`config.mk`:
```
export PLATFORM = sky130hd
export DESIGN_NAME = mem_port_arbiter_flat
export DESIGN_NICKNAME = d
export VERILOG_FILES = /design/src/rtl/mem_port_arbiter_if.sv /design/src/rtl/mem_port_arbiter.sv /design/src/flat_wrapper.sv
export SDC_FILE = /design/constraint.sdc
export NUM_CORES = 1
export LEC_CHECK = 0
export ABC_CLOCK_PERIOD_IN_PS = 2170
export CAP_MARGIN = 10
export CORE_ASPECT_RATIO = 0.5
export CORE_MARGIN = 2
export CORE_UTILIZATION = 27
export DETAILED_ROUTE_END_ITERATION = 12
export PLACE_DENSITY = 0.69
export SYNTH_ARGS = -nofsm -noshare
export SYNTH_HDL_FRONTEND = slang
export SYNTH_SLANG_ARGS = --single-unit
```
`constraint.sdc`:
```
create_clock -name clk_i -period 2.17 [get_ports clk_i]
set_clock_uncertainty 0.05 [all_clocks]
set_input_delay 0.434 -clock clk_i [delete_from_list [all_inputs] [get_ports clk_i]]
set_output_delay 0.434 -clock clk_i [all_outputs]
set_load 0.05 [all_outputs]
```
`src/rtl/mem_port_arbiter_if.sv`:
```
// Bundle of the fetch, LSU and memory-side handshake signals around the memory port arbiter.
// The slave view is the arbiter; the master view is whatever drives requests and models memory.
interface mem_port_arbiter_if #(
  parameter int AW = 32,
  parameter int DW = 32
);
  logic            if_req_i;
  logic [AW-1:0]   if_addr_i;
  logic            if_gnt_o;
  logic            if_rvalid_o;
  logic [DW-1:0]   if_rdata_o;

  logic            lsu_rd_en_i;
  logic            lsu_wr_en_i;
  logic [AW-1:0]   lsu_addr_i;
  logic [DW-1:0]   lsu_wdata_i;
  logic [DW/8-1:0] lsu_be_i;
  logic            lsu_gnt_o;
  logic            lsu_rvalid_o;
  logic [DW-1:0]   lsu_rdata_o;

  logic            mem_req_o;
  logic            mem_we_o;
  logic [AW-1:0]   mem_addr_o;
  logic [DW-1:0]   mem_wdata_o;
  logic [DW/8-1:0] mem_be_o;
  logic            mem_ack_i;
  logic [DW-1:0]   mem_rdata_i;

  logic            busy_o;

  modport slave (
    input  if_req_i, if_addr_i,
    output if_gnt_o, if_rvalid_o, if_rdata_o,
    input  lsu_rd_en_i, lsu_wr_en_i, lsu_addr_i, lsu_wdata_i, lsu_be_i,
    output lsu_gnt_o, lsu_rvalid_o, lsu_rdata_o,
    output mem_req_o, mem_we_o, mem_addr_o, mem_wdata_o, mem_be_o,
    input  mem_ack_i, mem_rdata_i,
    output busy_o
  );

  modport master (
    output if_req_i, if_addr_i,
    input  if_gnt_o, if_rvalid_o, if_rdata_o,
    output lsu_rd_en_i, lsu_wr_en_i, lsu_addr_i, lsu_wdata_i, lsu_be_i,
    input  lsu_gnt_o, lsu_rvalid_o, lsu_rdata_o,
    input  mem_req_o, mem_we_o, mem_addr_o, mem_wdata_o, mem_be_o,
    output mem_ack_i, mem_rdata_i,
    input  busy_o
  );
endinterface

```
`src/rtl/mem_port_arbiter.sv`:
```
// Arbitrates the single-port memory between instruction fetch and the LSU, one access at a time.
// LSU wins by default; a starvation counter forces an IF grant after MAX_STARVE LSU wins in a row.
module mem_port_arbiter #(
  parameter int AW         = 32,
  parameter int DW         = 32,
  parameter int MAX_STARVE = 3
) (
  input logic               clk_i,
  input logic               rst_ni,
  mem_port_arbiter_if.slave bus
);
  localparam int         BW         = DW / 8;
  localparam logic [3:0] STARVE_LIM = 4'(MAX_STARVE);

  typedef enum logic [1:0] {
    IDLE  = 2'd0,
    ISSUE = 2'd1,
    RESP  = 2'd2
  } state_t;

  function automatic logic [3:0] starve_inc(input logic [3:0] cnt);
    return (cnt >= STARVE_LIM) ? STARVE_LIM : cnt + 4'd1;
  endfunction

  state_t          state_q, state_d;
  logic [3:0]      starve_q;
  logic            owner_lsu_q;
  logic            we_q;
  logic [AW-1:0]   addr_q;
  logic [DW-1:0]   wdata_q;
  logic [BW-1:0]   be_q;
  logic [DW-1:0]   if_rdata_q;
  logic [DW-1:0]   lsu_rdata_q;

  logic            lsu_req;
  logic            lsu_win;
  logic            if_win;

  // Arbitration is only open in IDLE; grants are combinational from the live requests.
  always_comb begin
    lsu_req = bus.lsu_rd_en_i | bus.lsu_wr_en_i;
    lsu_win = 1'b0;
    if_win  = 1'b0;
    if (state_q == IDLE) begin
      lsu_win = lsu_req && ((starve_q < STARVE_LIM) || !bus.if_req_i);
      if_win  = !lsu_win && bus.if_req_i;
    end
  end

  always_comb begin
    state_d = state_q;
    unique case (state_q)
      IDLE:    if (lsu_win || if_win) state_d = ISSUE;
      ISSUE:   if (bus.mem_ack_i)     state_d = RESP;
      RESP:                           state_d = IDLE;
      default:                        state_d = IDLE;
    endcase
  end

  always_ff @(posedge clk_i) begin
    if (!rst_ni) state_q <= IDLE;
    else         state_q <= state_d;
  end

  // Transaction capture at grant; a simultaneous load+store request is taken as a store.
  always_ff @(posedge clk_i) begin
    if (!rst_ni) begin
      starve_q    <= 4'd0;
      owner_lsu_q <= 1'b0;
      we_q        <= 1'b0;
      addr_q      <= '0;
      wdata_q     <= '0;
      be_q        <= '0;
    end else if (lsu_win) begin
      starve_q    <= bus.if_req_i ? starve_inc(starve_q) : 4'd0;
      owner_lsu_q <= 1'b1;
      we_q        <= bus.lsu_wr_en_i;
      addr_q      <= bus.lsu_addr_i;
      wdata_q     <= bus.lsu_wr_en_i ? bus.lsu_wdata_i : '0;
      be_q        <= bus.lsu_wr_en_i ? bus.lsu_be_i : '1;
    end else if (if_win) begin
      starve_q    <= 4'd0;
      owner_lsu_q <= 1'b0;
      we_q        <= 1'b0;
      addr_q      <= bus.if_addr_i;
      wdata_q     <= '0;
      be_q        <= '1;
    end
  end

  // Response data is captured on ack and held until the owner's next response.
  always_ff @(posedge clk_i) begin
    if (!rst_ni) begin
      if_rdata_q  <= '0;
      lsu_rdata_q <= '0;
    end else if (state_q == ISSUE && bus.mem_ack_i) begin
      if (owner_lsu_q) lsu_rdata_q <= we_q ? '0 : bus.mem_rdata_i;
      else             if_rdata_q  <= bus.mem_rdata_i;
    end
  end

  assign bus.if_gnt_o     = if_win;
  assign bus.lsu_gnt_o    = lsu_win;
  assign bus.if_rvalid_o  = (state_q == RESP) && !owner_lsu_q;
  assign bus.lsu_rvalid_o = (state_q == RESP) && owner_lsu_q;
  assign bus.if_rdata_o   = if_rdata_q;
  assign bus.lsu_rdata_o  = lsu_rdata_q;

  assign bus.mem_req_o    = (state_q == ISSUE);
  assign bus.mem_we_o     = we_q;
  assign bus.mem_addr_o   = addr_q;
  assign bus.mem_wdata_o  = wdata_q;
  assign bus.mem_be_o     = be_q;

  assign bus.busy_o       = (state_q != IDLE);
endmodule
```
`src/flat_wrapper.sv`:
```
// flat-port wrapper written by rule: the top's interface ports become plain ports
module mem_port_arbiter_flat 
#(
  parameter int AW         = 32,
  parameter int DW         = 32,
  parameter int MAX_STARVE = 3
)
  (clk_i, rst_ni, bus_if_req_i, bus_if_addr_i, bus_if_gnt_o, bus_if_rvalid_o, bus_if_rdata_o, bus_lsu_rd_en_i, bus_lsu_wr_en_i, bus_lsu_addr_i, bus_lsu_wdata_i, bus_lsu_be_i, bus_lsu_gnt_o, bus_lsu_rvalid_o, bus_lsu_rdata_o, bus_mem_req_o, bus_mem_we_o, bus_mem_addr_o, bus_mem_wdata_o, bus_mem_be_o, bus_mem_ack_i, bus_mem_rdata_i, bus_busy_o);
  mem_port_arbiter_if #(.AW(AW), .DW(DW)) bus_i ();
  input logic clk_i;
  input logic rst_ni;
  input wire logic [$bits(bus_i.if_req_i)-1:0] bus_if_req_i;
  input wire logic [$bits(bus_i.if_addr_i)-1:0] bus_if_addr_i;
  output wire logic [$bits(bus_i.if_gnt_o)-1:0] bus_if_gnt_o;
  output wire logic [$bits(bus_i.if_rvalid_o)-1:0] bus_if_rvalid_o;
  output wire logic [$bits(bus_i.if_rdata_o)-1:0] bus_if_rdata_o;
  input wire logic [$bits(bus_i.lsu_rd_en_i)-1:0] bus_lsu_rd_en_i;
  input wire logic [$bits(bus_i.lsu_wr_en_i)-1:0] bus_lsu_wr_en_i;
  input wire logic [$bits(bus_i.lsu_addr_i)-1:0] bus_lsu_addr_i;
  input wire logic [$bits(bus_i.lsu_wdata_i)-1:0] bus_lsu_wdata_i;
  input wire logic [$bits(bus_i.lsu_be_i)-1:0] bus_lsu_be_i;
  output wire logic [$bits(bus_i.lsu_gnt_o)-1:0] bus_lsu_gnt_o;
  output wire logic [$bits(bus_i.lsu_rvalid_o)-1:0] bus_lsu_rvalid_o;
  output wire logic [$bits(bus_i.lsu_rdata_o)-1:0] bus_lsu_rdata_o;
  output wire logic [$bits(bus_i.mem_req_o)-1:0] bus_mem_req_o;
  output wire logic [$bits(bus_i.mem_we_o)-1:0] bus_mem_we_o;
  output wire logic [$bits(bus_i.mem_addr_o)-1:0] bus_mem_addr_o;
  output wire logic [$bits(bus_i.mem_wdata_o)-1:0] bus_mem_wdata_o;
  output wire logic [$bits(bus_i.mem_be_o)-1:0] bus_mem_be_o;
  input wire logic [$bits(bus_i.mem_ack_i)-1:0] bus_mem_ack_i;
  input wire logic [$bits(bus_i.mem_rdata_i)-1:0] bus_mem_rdata_i;
  output wire logic [$bits(bus_i.busy_o)-1:0] bus_busy_o;
  assign bus_i.if_req_i = bus_if_req_i;
  assign bus_i.if_addr_i = bus_if_addr_i;
  assign bus_if_gnt_o = bus_i.if_gnt_o;
  assign bus_if_rvalid_o = bus_i.if_rvalid_o;
  assign bus_if_rdata_o = bus_i.if_rdata_o;
  assign bus_i.lsu_rd_en_i = bus_lsu_rd_en_i;
  assign bus_i.lsu_wr_en_i = bus_lsu_wr_en_i;
  assign bus_i.lsu_addr_i = bus_lsu_addr_i;
  assign bus_i.lsu_wdata_i = bus_lsu_wdata_i;
  assign bus_i.lsu_be_i = bus_lsu_be_i;
  assign bus_lsu_gnt_o = bus_i.lsu_gnt_o;
  assign bus_lsu_rvalid_o = bus_i.lsu_rvalid_o;
  assign bus_lsu_rdata_o = bus_i.lsu_rdata_o;
  assign bus_mem_req_o = bus_i.mem_req_o;
  assign bus_mem_we_o = bus_i.mem_we_o;
  assign bus_mem_addr_o = bus_i.mem_addr_o;
  assign bus_mem_wdata_o = bus_i.mem_wdata_o;
  assign bus_mem_be_o = bus_i.mem_be_o;
  assign bus_i.mem_ack_i = bus_mem_ack_i;
  assign bus_i.mem_rdata_i = bus_mem_rdata_i;
  assign bus_busy_o = bus_i.busy_o;
  mem_port_arbiter #(.AW(AW), .DW(DW), .MAX_STARVE(MAX_STARVE)) u_core (.clk_i(clk_i), .rst_ni(rst_ni), .bus(bus_i));
endmodule
```
==> results of run 1 <==
-- worst max path at each step --
stage,startpoint,end,slack [ns],cells past startpoint
6_report,u_core.starve_q[0],bus_lsu_gnt_o,-0.08,5
5_1_grt,u_core.starve_q[0],bus_lsu_gnt_o,-0.15,5
2_1_floorplan,u_core.state_q[1],bus_if_gnt_o,-0.02,5
4_1_cts,u_core.starve_q[0],bus_lsu_gnt_o,-0.10,5
3_3_place_gp,bus_if_req_i,bus_if_gnt_o,-0.11,4
3_5_place_dp,bus_if_req_i,bus_if_gnt_o,-0.13,4
-- registers in the layout, summed over array words and instances, names as in the netlist --
register / flops
u_core.bus.lsu_rdata_o: 32
u_core.state_q: 2
u_core.bus.mem_be_o: 4
u_core.bus.mem_wdata_o: 32
u_core.bus.mem_we_o: 1
u_core.owner_lsu_q: 1
u_core.bus.if_rdata_o: 32
u_core.starve_q: 4
u_core.bus.mem_addr_o: 32
-- kinds of logic after synthesis --
logic type,synth area share [%]
AO/OA/AOI/OAI,22.0
adder cells (fa/ha/maj),0.235
buffers and inverters,5.54
flip-flops,52.6
multiplexers,0.211
AND/OR/NAND/NOR,19.5
-- critical path, stage by stage, from the launching register on --
cell	delay, ns
dfxtp_2	0.34
ha_4	0.16
o31a_1	0.25
or3_4	0.39
clkinvlp_4	0.09
buf_8	0.14
-- power breakdown --
group	internal, uW	leakage [uW]	switching [uW]
Clock	1700	0.000262	1160
Combinational	692	0.00182	1000
Sequential	2730	0.00115	91.5
Total	5120	0.00323	2250
-- what timing repair did --
| item | 4_1_cts | 5_1_grt |
|---|---|---|
| pin swaps | 1 | 1 |
| gates resized for setup | 10 | 0 |
| endpoints found under the setup margin | 2 | 2 |
-- metal layers --
metal	track usage (%)	part of all wire, %
met3	4.01	3.6
met5	0	0
met4	6.57	2.2
met1	20.8	43
met2	31.3	51
-- cells in the mapped netlist, types with 2 or more instances --
master / number / area share (%)
a21oi_1: 64 / 6.0
a22o_1: 33 / 5.4
a31oi_1: 31 / 3.6
and2_1: 2 / 0.23
buf_2: 16 / 1.5
buf_6: 5 / 1.1
clkbuf_1: 38 / 2.7
dfxtp_1: 140 / 53
inv_1: 2 / 0.14
nand2_1: 162 / 11
nand3b_1: 32 / 4.5
nor2_1: 4 / 0.28
nor3_1: 2 / 0.19
nor3b_1: 2 / 0.28
nor4_1: 2 / 0.23
o221a_2: 4 / 0.84
o41ai_1: 32 / 5.3
or3_1: 2 / 0.23
-- through the flow --
stage	setup WS (ns)	power [uW]	TNS (ns)	utilization [%]
final	-0.0824	7370	-0.0824	46.9
after CTS	-0.104	7460	-0.104	46.9
after floorplan	-0.0208	3810	-0.0208	-
after detailed placement	-0.129	4560	-1.06	43.8
after global routing	-0.153	7670	-0.153	46.9
after global placement	-0.106	4540	-0.204	43.8
-- layout make-up --
type                    count  area, um2
inverters                   3       15.0
clock inverters            13        141
multi-input cells         390       2290
well taps                 266        333
fillers                  1829      10300
clock buffers              19        433
flip-flops and latches    140       2810
repair buffers            306       3090
-- cell usage in the layout, fill, tap and decap left out, drive strengths merged, types with 2 or more instances in the layout --
master,count
clkdlybuf4s50,268
nor3b,2
dfxtp,140
o221a,4
nor4,3
and2,2
or3,3
nor3,2
clkinv,2
clkbuf,19
a31oi,32
a21oi,65
a22o,33
nand3b,32
inv,5
nand2,162
clkinvlp,7
o41ai,32
buf,37
bufinv,2
nor2,4
==> metrics.cfg, run 1 <==
[status]
status=finished with violations
violations=setup timing

[cts]
ctsHoldBuffers=0
root_buffer=clkbuf_16
cts_buffers=17
cts_setup_buffers=0
insertion_delay_ns=0.40
htree_levels=4
clock_path_buffers=2
cts_num_sinks=140
clkSlewWorstSetupHoldPaths_ns=0.06
cts_tree=done

[worst_setup_path]
path_class=flop to primary output
arrival_ns=1.77
endpoint_kind=primary output
rrSetupSlack_ns=0.25
r2r_end=u_core.bus.mem_be_o[1]
critPathLaunchType=flop
rr_worst_depth=5
r2r_start=u_core.starve_q[0]
crit_fanout=2
cp.required_ns=1.69

[sta]
hold_slack_ns=0.401
drv_slew=0
finalCritPeriodShare_pct=104
rsz0062_at_grt=yes
setup_violations=1
relSlewSlack_pct=62.2
final_hold_viol_count=0
tightest_slew_ns=0.566
worst_slack_ns=-0.0824
finalCriticalPeriod_ns=2.25
max_freq_mhz=444

[power_and_ir_drop]
cellLeakagePower_uw=0.00323
p_per_area_nw_per_um2=809
ir_worst_vdd_uv=551

[placement]
post_dp_cell_area_um2=8500
placedCellCount=1105
dp_hpwl_mm=13.4
place.gp.congestion=0.851
numPortBuffers=276

[min_path]
hold_depth=2
holdPathEnd=u_core.bus.lsu_rdata_o[0]
hold_class=flop to flop
hp-start=u_core.bus.lsu_rdata_o[0]

[global_route]
grt_pass1_vias=5299
grt_pass1_wl_mm=28.9
grt-ovfl-total=0
track_usage_pct=17.5
grt_max_degree=38
antenna_found_initial=0

[detailed_routing]
drt-wirelength-per-cell_um=16.5
drt_first_iter_violations=266
via_per_inst=4.75
routed_wl_mm=18.8
dr_total_vias=5397
postRouteAntennaNets=0
drtPass1Iterations=4
drc=0

[synth]
netlist_instances=593
async_flop_share_pct=0
synth_area_um2=5330
yosys_warnings=0
synth.avg_cell_area_um2=8.99
synthFlopType=dfxtp_1
seq_area_frac_synth_pct=52.6
synth_edf_count=0
synth_fp_nets=732
ys_seq_elements=140
synthDistinctLibCells=38

[die]
rows=36
fp.coreArea_um2=19400
start_util_pct=27.5
die_y_um=103
ioPinCount=277
die-area_um2=21000
dieWidth_um=203

[run]
cap_viol_max_count=0

[layout]
drive_above_1_share_pct=10.2
fin_cells=1137
synthToLayoutAreaGrowth_pct=70.7
n_antenna_cell=0
fin_area_um2=9100
nets=997

No activity file was read; power rests on OpenSTA's default activity.
==> run 2: changes to the inputs <==
--- a/config.mk
+++ b/config.mk
@@ -10,6 +10,7 @@
 export CORE_ASPECT_RATIO = 0.5
 export CORE_MARGIN = 2
 export CORE_UTILIZATION = 27
+export CTS_CLUSTER_SIZE = 24
 export DETAILED_ROUTE_END_ITERATION = 12
 export PLACE_DENSITY = 0.69
 export SYNTH_ARGS = -nofsm -noshare
==> results of run 2 <==
The final DEF is identical to that of run 1; final timing and power are the same.
